`src/rtl/seven_bit_result_reader.sv`:
```
// Read-out end of the pushbutton-loaded seven-bit adder.
// Captures {carry, sum} as an 8-bit snapshot and shows it one nibble at a time
// on four LEDs, under control of four synchronised, debounced pushbuttons.
//
// Ports:
//   clk, rst_n     system clock, asynchronous active-low reset
//   PB1            raw button: capture {carry,sum}, show low nibble
//   PB2            raw button: show high nibble
//   PB3            raw button: show low nibble
//   PB4            raw button: clear snapshot
//   sum, carry     adder result, sampled only when a PB1 press is consumed
//   LED            displayed nibble (registered)
//   result_valid   snapshot held (registered)
//   nibble_sel     0 = low nibble shown, 1 = high nibble shown (registered)
module seven_bit_result_reader #(
  parameter int unsigned DEBOUNCE_CYCLES = 16,
  parameter int unsigned CNT_W           = 5
) (
  input  logic       clk,
  input  logic       rst_n,
  input  logic       PB1,
  input  logic       PB2,
  input  logic       PB3,
  input  logic       PB4,
  input  logic [6:0] sum,
  input  logic       carry,
  output logic [3:0] LED,
  output logic       result_valid,
  output logic       nibble_sel
);

  localparam int unsigned NB     = 4;
  localparam int unsigned SNAP_W = 8;
  localparam int unsigned LED_W  = 4;
  localparam logic [CNT_W-1:0] CNT_LAST = CNT_W'(DEBOUNCE_CYCLES - 1);

  // Button bit positions within the per-button vectors.
  localparam int unsigned B_CAP = 0;
  localparam int unsigned B_HI  = 1;
  localparam int unsigned B_LO  = 2;
  localparam int unsigned B_CLR = 3;

  typedef enum logic [1:0] {
    EMPTY   = 2'd0,
    SHOW_LO = 2'd1,
    SHOW_HI = 2'd2
  } state_t;

  logic [NB-1:0]    raw_c;
  logic [NB-1:0]    sync1_q, sync1_d;
  logic [NB-1:0]    sync2_q, sync2_d;
  logic [NB-1:0]    level_q, level_d;
  logic [NB-1:0]    evt_q, evt_d;
  logic [CNT_W-1:0] cnt_q [NB];
  logic [CNT_W-1:0] cnt_d [NB];

  state_t            state_q, state_d;
  logic [SNAP_W-1:0] snap_q, snap_d;
  logic [LED_W-1:0]  led_q, led_d;
  logic              valid_q, valid_d;
  logic              nsel_q, nsel_d;

  assign raw_c = {PB4, PB3, PB2, PB1};

  // Two-flop synchroniser per button.
  always_comb begin
    sync1_d = raw_c;
    sync2_d = sync1_q;
  end

  // Debounce: count consecutive disagreeing samples; the level follows the
  // sample once DEBOUNCE_CYCLES of them have been seen. A rising level yields
  // a registered one-cycle press event.
  always_comb begin
    level_d = level_q;
    evt_d   = '0;
    for (int unsigned i = 0; i < NB; i++) begin
      cnt_d[i] = '0;
      if (sync2_q[i] != level_q[i]) begin
        if (cnt_q[i] == CNT_LAST) begin
          level_d[i] = sync2_q[i];
        end else begin
          cnt_d[i] = cnt_q[i] + CNT_W'(1);
        end
      end
      evt_d[i] = level_d[i] & ~level_q[i];
    end
  end

  // Input path registers.
  always_ff @(posedge clk or negedge rst_n) begin
    if (!rst_n) begin
      sync1_q <= '0;
      sync2_q <= '0;
      level_q <= '0;
      evt_q   <= '0;
      for (int unsigned i = 0; i < NB; i++) begin
        cnt_q[i] <= '0;
      end
    end else begin
      sync1_q <= sync1_d;
      sync2_q <= sync2_d;
      level_q <= level_d;
      evt_q   <= evt_d;
      for (int unsigned i = 0; i < NB; i++) begin
        cnt_q[i] <= cnt_d[i];
      end
    end
  end

  // Display FSM: only the highest-priority event of a cycle acts
  // (clear > capture > high > low); lower ones are dropped.
  always_comb begin
    state_d = state_q;
    snap_d  = snap_q;
    led_d   = led_q;
    valid_d = valid_q;
    nsel_d  = nsel_q;
    if (evt_q[B_CLR]) begin
      state_d = EMPTY;
      snap_d  = '0;
      led_d   = '0;
      valid_d = 1'b0;
      nsel_d  = 1'b0;
    end else if (evt_q[B_CAP]) begin
      state_d = SHOW_LO;
      snap_d  = {carry, sum};
      led_d   = sum[3:0];
      valid_d = 1'b1;
      nsel_d  = 1'b0;
    end else if (evt_q[B_HI]) begin
      if (state_q != EMPTY) begin
        state_d = SHOW_HI;
        led_d   = snap_q[7:4];
        nsel_d  = 1'b1;
      end
    end else if (evt_q[B_LO]) begin
      if (state_q != EMPTY) begin
        state_d = SHOW_LO;
        led_d   = snap_q[3:0];
        nsel_d  = 1'b0;
      end
    end
  end

  // FSM and output registers.
  always_ff @(posedge clk or negedge rst_n) begin
    if (!rst_n) begin
      state_q <= EMPTY;
      snap_q  <= '0;
      led_q   <= '0;
      valid_q <= 1'b0;
      nsel_q  <= 1'b0;
    end else begin
      state_q <= state_d;
      snap_q  <= snap_d;
      led_q   <= led_d;
      valid_q <= valid_d;
      nsel_q  <= nsel_d;
    end
  end

  assign LED          = led_q;
  assign result_valid = valid_q;
  assign nibble_sel   = nsel_q;

endmodule

```
`config.mk`:
```
export PLATFORM = sky130hd
export DESIGN_NAME = seven_bit_result_reader
export DESIGN_NICKNAME = d
export VERILOG_FILES = /design/src/rtl/seven_bit_result_reader.sv
export SDC_FILE = /design/constraint.sdc
export NUM_CORES = 1
export LEC_CHECK = 0
export BUFFER_PORTS_ARGS = -buffer_cell sky130_fd_sc_hd__buf_2
export CORE_ASPECT_RATIO = 1.4
export CORE_MARGIN = 2
export CORE_UTILIZATION = 62
export CTS_CLUSTER_SIZE = 14
export DETAILED_ROUTE_END_ITERATION = 10
export GPL_ROUTABILITY_DRIVEN = 0
export PLACE_DENSITY = 0.83
export RECOVER_POWER = 25
export SETUP_SLACK_MARGIN = 0.3
export SYNTH_ARGS = -nofsm -noshare
export SYNTH_HDL_FRONTEND = slang
export SYNTH_SLANG_ARGS = --single-unit
```
`constraint.sdc`:
```
create_clock -name clk -period 2 [get_ports clk]
set_clock_uncertainty 0.1 [all_clocks]
set_input_delay 0.3 -clock clk [delete_from_list [all_inputs] [get_ports clk]]
set_output_delay 0.3 -clock clk [all_outputs]
set_load 0.005 [all_outputs]
```
# After elaboration in Yosys (flattened, before gate mapping)
# Cells that the tools add are included.
[classes]
eq_ne = 8
n_reduce_logical = 5
n_addsub = 4
mux = 38
bitwise = 8
[op_table]
columns = ["cell", "n"]
rows = [
  ["$mux W5", 8],
  ["$mux W4", 6],
  ["$add A5 B1 Y5 const B", 4],
  ["$eq A5 B4 Y1 const B", 4],
  ["$mux W1", 16],
  ["$mux W8", 2],
  ["$mux W2", 6],
  ["$and A1 B1 Y1", 4],
  ["$ne A1 B1 Y1", 4],
  ["$not A1 Y1", 4],
  ["$reduce_bool A2 Y1", 2],
  ["$reduce_bool A4 Y1", 1],
  ["$reduce_bool A3 Y1", 1],
  ["$reduce_and A2 Y1", 1],
]
[word_totals]
word_cells = 76
reg_bits = 52

# Logic depth before layout (Yosys ltp)
# Gate-level depths: netlist of the first run.
[depth]
word_depth = 6
depth_mapped = 5

# Least setup slack after synthesis of the first run
# OpenSTA, ideal clock, no wires.
[synth_timing]
kind = "reg-to-reg"
from = "reg state_q[1]"
to = "reg led_q[2], in the netlist LED[2]"
period_less_slack_ns = 1.321
path_slack_ns = 0.679
setup_time_ns = 0.126
stages_incl_launch_ff = 5
path_buffers = 1
arrival_time_ns = 1.094
path_cell_list = "dfrtp_1 o22ai_4 buf_6 nor3_2 a311o_1"
[synth_via]
elab_chain_cells = 3
[synth_lines]
columns = ["item", "line", "text"]
rows = [
  ["start, declared", "57", "state_t state_q, state_d;"],
  ["start signal, assigned", "155", "state_q <= state_d;"],
  ["$reduce_bool A2 Y1", "132, 138", ""],
  ["$reduce_bool A3 Y1 (no source line)", "-", ""],
  ["$reduce_and A2 Y1 (no source line)", "-", ""],
  ["end signal, assigned", "157", "led_q <= led_d;"],
  ["end, declared", "59", "logic [LED_W-1:0] led_q, led_d;"],
]
# No other way between the ends.
# A chain may end at the register's enable or synchronous reset.

# Worst setup path in the final report of the first run
[layout_timing]
from = "reg evt_q[3]"
to = "reg led_q[3], in the netlist LED[3]"
[layout_via]
elab_chain_cells = 2
[layout_lines]
columns = ["item", "line", "text"]
rows = [
  ["start, declared", "53", "logic [NB-1:0] evt_q, evt_d;"],
  ["start signal, assigned", "104", "evt_q <= evt_d;"],
  ["$reduce_bool A4 Y1 (no source line) or $reduce_bool A3 Y1 (tied branches)", "-", ""],
  ["$reduce_and A2 Y1 (no source line)", "-", ""],
]
# Parallel ways exist; a longest one is shown, timed or not.

==> results.ini, run 1 <==
[worst_setup_path]
cp.required_ps = 2090
critPathMaxFanout = 16
crit_arrival_ps = 1600
r2r.worst_path.cells = 3
worst_setup_path_start_kind = flop
critPathKind = flop to flop
cp-end-kind = flop

[timing]
setup_ws_ps = 499.3
slew_viol_final = 0
finalHoldViolCount = 0
finalCritPeriodShare_pct = 75.03
setup_viol = 0
fmax_ghz = 0.6664
rsz0062_at_grt = no
worstMarginPinSlew_ps = 1199
relSlewSlack_pct = 20.05
period_minus_slack_ps = 1501
fin_setup_tns_ps = 0
holdWs_ps = 147.1

[detailed_routing]
antenna_left = 0
vias_per_cell = 5.640
vias = 1331
detail_route.wirelength_um = 3734
met1_length_um = 1394
drc = 0
wire_per_inst_um = 15.82
wl_met2_um = 2091
drtIter0Drc = 42
dr.pass1.iters = 4
top_layer = met4
dr_wl_met3_um = 145

[synthesis]
synth_common_cells = 51 x dfrtp_1, 25 x nor2_1, 12 x nand2_1
syn_nets = 187
synthDistinctLibCells = 29
yosysTopAreaCell = dfrtp_1
netlist_area_mm2 = 0.002056
synth-seq-cells = 51
synth_top_flop_cell = dfrtp_1
synth.area.mux_share_pct = 6.634
synth-compound-area-share_pct = 5.660
synth_edf_count = 0
avgSynthCellArea_um2 = 12.16
ys_async_sr_fraction_pct = 100.0
synth_xor_area_share_pct = 4.687
syn_inst = 169
ys_seq_area_share_pct = 62.08
synthAdderAreaFrac_pct = 2.435
synth_top_family_by_area = simple AND/OR/NAND/NOR gates
synthTopCellsByArea = dfrtp_1 62%, nor2_1 4.6%, mux2i_1 3.9%
netlist.area_leader.share_pct = 62.08
yosysWarnings = 0
synth-simple-area-share_pct = 16.25
yosys.cell_count.top_type = dfrtp_1

[clock_network]
cts_resized = 0
ctsHtreeMaxLevel = 2
clock-sinks = 51
numCtsBuffers = 5
cts-root-buf = clkbuf_8
clock_latency_ps = 300
path_clk_slew_ps = 90
clk_path_buf_depth = 2
cts_tree = built

[final_layout]
final_core_util_pct = 73.49
drive_gt1_share_pct = 19.29
antennaDiodeCount = 0
nets = 214
finalInstanceArea_mm2 = 0.002317
n_fill_cell = 207
area_delta_synth_final_pct = 12.72

[placed_design]
post-place-ws_ps = 516.4
postPlaceCellArea_mm2 = 0.002176
io_buffer_count = 19
hpwlAfterDp_um = 2645

[die]
die_w_um = 52.67
core_mm2 = 0.003153
ios = 20
initial_core_util_pct = 65.20
die_area_mm2 = 0.003799
die_h_um = 72.13
rows = 24

[worst_hold_path]
min_path_cells = 3
holdCritPathClass = primary input to flop

[grt]
grt_pass1_vias = 1440
grt_antenna_before_repair = 0
overflow = 0
grt_pass1_wl_um = 6203
groute.usage.overall_pct = 22.77
grt_start_max_net_pins = 52

[run_status]
status = finished, final reports clean

[power_and_ir_drop]
seqPwrFrac_pct = 59.9
comb_power_share_pct = 4.9
ir_worst_vdd_mv = 0.5821
swShare_pct = 21.78
switching_power_mw = 0.3939
powerDensity_mw_per_mm2 = 780.6
power_frac_clock_pct = 35.1
leakage_nw = 1.152
p_int_mw = 1.415

[run]
cap_violations = 0

-- logic make-up after synthesis --
group                    Yosys count
AND/OR/NAND/NOR                   66
flip-flops                        51
AO/OA/AOI/OAI                     16
multiplexers                      13
XOR/XNOR                          11
buffers and inverters              8
adder cells (fa/ha/maj)            4
-- metal layers --
metal,GRT usage [%],up-vias
met5,0,-
met4,9.972,0
met3,5.556,10
met2,41.81,44
met1,23.71,650
li1,-,627
-- worst max-delay path, cell delays in order, from the launching register on --
cell	delay, ps
dfrtp_1	650
or2_4	250
nor3_1	60
a311o_1	330
-- final cells by class --
type / instances / area, µm² / area share [%]
sequential: 51 / 1276 / 55.08
multi-input combinational: 110 / 733.2 / 31.64
timing repair buffer: 24 / 140.1 / 6.048
clock buffer: 7 / 96.34 / 4.158
tap: 39 / 48.80 / 2.106
inverter: 4 / 15.01 / 0.6479
clock inverter: 1 / 7.507 / 0.3240
-- timing repair --
item                      4_1_cts  5_1_grt
setup buffers                   0        0
hold endpoints to repair        4        0
hold buffers                    4        0
-- per-stage QoR --
| stage | std cells | total power, mW |
|---|---|---|
| after CTS | 236 | 1.830 |
| after global routing | 236 | 1.890 |
| after floorplan | 169 | 1.140 |
| after detailed placement | 224 | 1.189 |
| after global placement | 224 | 1.178 |
| final | 236 | 1.809 |
-- placed cells by master, fill, tap and decap left out, types with 3 or more instances in the layout --
master         synthesis  final
dfrtp_1               51     51
nor2_1                25     25
buf_2                  1     19
nand2_1               12     12
nand3_1                9      9
xor2_1                 9      9
mux2i_1                8      8
clkbuf_8               0      7
a21oi_1                6      6
mux2_2                 5      5
o21ai_0                4      4
inv_1                  4      4
a311o_1                4      4
ha_1                   4      4
dlygate4sd3_1          0      4
and2_1                 3      3
nor4b_1                3      3
and3_1                 3      3
nor3_2                 3      3
-- power groups by stage --
stage                     combinational (mW)  clock, mW  sequential [mW]
after global placement                0.0778          0             1.10
after floorplan                       0.0417          0             1.10
after detailed placement              0.0847          0             1.10
after global routing                   0.105      0.697             1.09
after CTS                             0.0917      0.654             1.08
final                                 0.0892      0.636             1.08
-- state kept, by name, summed over array words and instances, names as in the netlist --
| name | count |
|---|---|
| sync1_q | 4 |
| state_q | 2 |
| evt_q | 4 |
| LED | 4 |
| cnt_q | 20 |
| sync2_q | 4 |
| result_valid | 1 |
| snap_q | 8 |
| level_q | 4 |
-- path summary, 6_finish.rpt --
| path | slack, ps | to | start |
|---|---|---|---|
| max in group asynchronous | 850 | sync1_q[2] | rst_n |
| hold reg to reg | 240 | sync2_q[2] | sync1_q[2] |
| setup / recovery | 500 | LED[3] | evt_q[3] |
| hold / removal | 150 | snap_q[6] | sum[6] |
| setup reg to reg | 500 | LED[3] | evt_q[3] |
| min in group asynchronous | 220 | snap_q[4] | rst_n |
(Power assumes the default switching activity.)
==> run 2: changes to the inputs <==
CORE_UTILIZATION = 57   (was 62)
PLACE_DENSITY = 0.77   (was 0.83)
clock period = 1.5 ns   (was 2 ns; I/O delays follow)
==> results.ini, run 2 (same netlist as run 1, synthesis figures left out) <==
[detailed_routing]
drc = 0  ; unchanged
detail_route.wirelength_um = 4224  ; +13%
antenna_left = 0  ; unchanged
vias_per_cell = 5.456  ; -3.3%
vias = 1413  ; +6.2%
dr.pass1.iters = 4  ; unchanged
drtIter0Drc = 29  ; -31%
wire_per_inst_um = 16.31  ; +3.1%

[placed_design]
io_buffer_count = 19  ; unchanged
hpwlAfterDp_um = 2508  ; -5.2%
postPlaceCellArea_mm2 = 0.002260  ; +3.9%

[final_layout]
area_delta_synth_final_pct = 35.91
nets = 236  ; +10%
antennaDiodeCount = 0  ; unchanged
final_common_cell = dfrtp_1
largest_register_ffs = 20  ; unchanged
layout_common_cells = 48 x dfrtp_1, 22 x nor2_1, 18 x buf_2, 11 x nand2_1, 11 x buf_4
largestRegisters = cnt_q (20), snap_q (8)
finalInstanceArea_mm2 = 0.002794  ; +21%
drive_gt1_share_pct = 42.47  ; +23 points
top_register = cnt_q

[power_and_ir_drop]
leakage_nw = 1.316  ; +14%
ir_worst_vdd_mv = 0.8858  ; +52%
power_mw = 2.403  ; +33%
powerDensity_mw_per_mm2 = 860.2  ; +10%

[worst_setup_path]
cp-end-kind = flop
critPathKind = flop to flop
critPathMaxFanout = 5  ; -11
worst_setup_path_start_kind = flop
crit_arrival_ps = 1500  ; -100 ps
r2r-start = evt_q[3]
cp.required_ps = 1640  ; -450 ps
startpoint = evt_q[3]

[clock_network]
clk_path_buf_depth = 2  ; unchanged
clock-sinks = 51  ; unchanged
path_clk_slew_ps = 90  ; about the same
cts_tree = built
cts-root-buf = clkbuf_8
clock_latency_ps = 310  ; about the same
numCtsBuffers = 5  ; unchanged
ctsHtreeMaxLevel = 2  ; unchanged

[die]
rows = 25  ; +4.2%
ios = 20  ; unchanged
core_mm2 = 0.003410  ; +8.1%
initial_core_util_pct = 60.29  ; -4.9 points
die_h_um = 75.06  ; +4.1%
die_w_um = 54.76  ; +4.0%
die_area_mm2 = 0.004110  ; +8.2%

[timing]
fin_setup_tns_ps = 0  ; unchanged
finalHoldViolCount = 0  ; unchanged
fmax_ghz = 0.7381  ; +11%
rsz0062_at_grt = yes
worstMarginPinSlew_ps = 684.7  ; -514.5 ps
slew_viol_final = 0  ; unchanged
period_minus_slack_ps = 1355  ; -145.8 ps
relSlewSlack_pct = 54.35  ; +34 points
setup_viol = 0  ; unchanged
finalCritPeriodShare_pct = 90.33  ; +15 points

[grt]
grt_pass1_wl_um = 6603  ; +6.4%
grt_start_max_net_pins = 52  ; unchanged
groute.usage.overall_pct = 22.76  ; about the same
grt_pass1_vias = 1575  ; +9.4%
overflow = 0  ; unchanged
grt_antenna_before_repair = 0  ; unchanged

[run_status]
status = finished, final reports clean

[worst_hold_path]
min-delay-start = sum[5]
holdCritPathClass = primary input to flop

[run]
cap_violations = 0  ; unchanged

==> run 2: cell count changes in the layout (fill, tap and decap cells not counted), sizes merged <==
cell and change:
clkbuf -2, buf +21, dlygate4sd3 +1, clkinvlp -1
clkinv +3
==> run 2: path summary, 6_finish.rpt <==
path / endpoint / slack [ps] / depth (start not counted)
setup / recovery: LED[3] / 150 / 3
hold / removal: snap_q[5] / 60 / 3
setup reg to reg: LED[3] / 150 / 3
hold reg to reg: sync2_q[2] / 250 / 0
max in group asynchronous: evt_q[0] / 300 / 3
min in group asynchronous: snap_q[5] / 500 / 3
==> run 2: cell type report <==
class	count	area (µm²)
Sequential cell	51	1280
Multi-Input combinational cell	110	1002
Fill cell	186	615.6
Timing Repair Buffer	46	362.8
Clock buffer	5	68.82
Tap cell	40	50.05
Clock inverter	3	15.01
Inverter	4	15.01
==> run 2: critical path: stages, from the launching register on <==
cell and delay [ps]:
dfrtp_1 430, or2_4 300, nor3_1 270, a311o_1 190
==> run 2: through the flow <==
stage          util, %  setup slack, ps  cells  hold slack, ps
4_1_cts          76.11            177.5    257           56.46
2_1_floorplan        -            228.2    169          -170.6
6_report         81.95            145.1    259           63.06
3_3_place_gp     66.28            89.76    228           126.5
3_5_place_dp     66.28            9.547    228           133.0
5_1_grt          81.95            107.8    259           77.04
==> run 2: power by group <==
group	internal, mW	total (mW)	switching, mW	leakage [nW]
Sequential	1.41	1.46	0.0419	0.658
Combinational	0.100	0.187	0.0865	0.611
Clock	0.320	0.761	0.441	0.0477
Total	1.83	2.40	0.570	1.32
==> run 2: timing repair <==
| action | CTS | global route |
|---|---|---|
| pin swaps | 10 | 9 |
| hold buffers | 5 | 0 |
| setup buffers | 16 | 2 |
| endpoints found under the setup margin | 24 | 33 |
| gates cloned | 0 | 0 |
| endpoints found under the hold margin | 55 | 0 |
| resized for setup | 20 | 34 |
==> run 2: per-layer routing <==
metal / wire, µm / track usage (%) / up-vias
met5: 0 / 0 / -
met4: 102 / 10.00 / 0
met3: 108 / 5.754 / 9
met2: 2323 / 40.87 / 22
met1: 1688 / 24.26 / 714
li1: - / - / 668
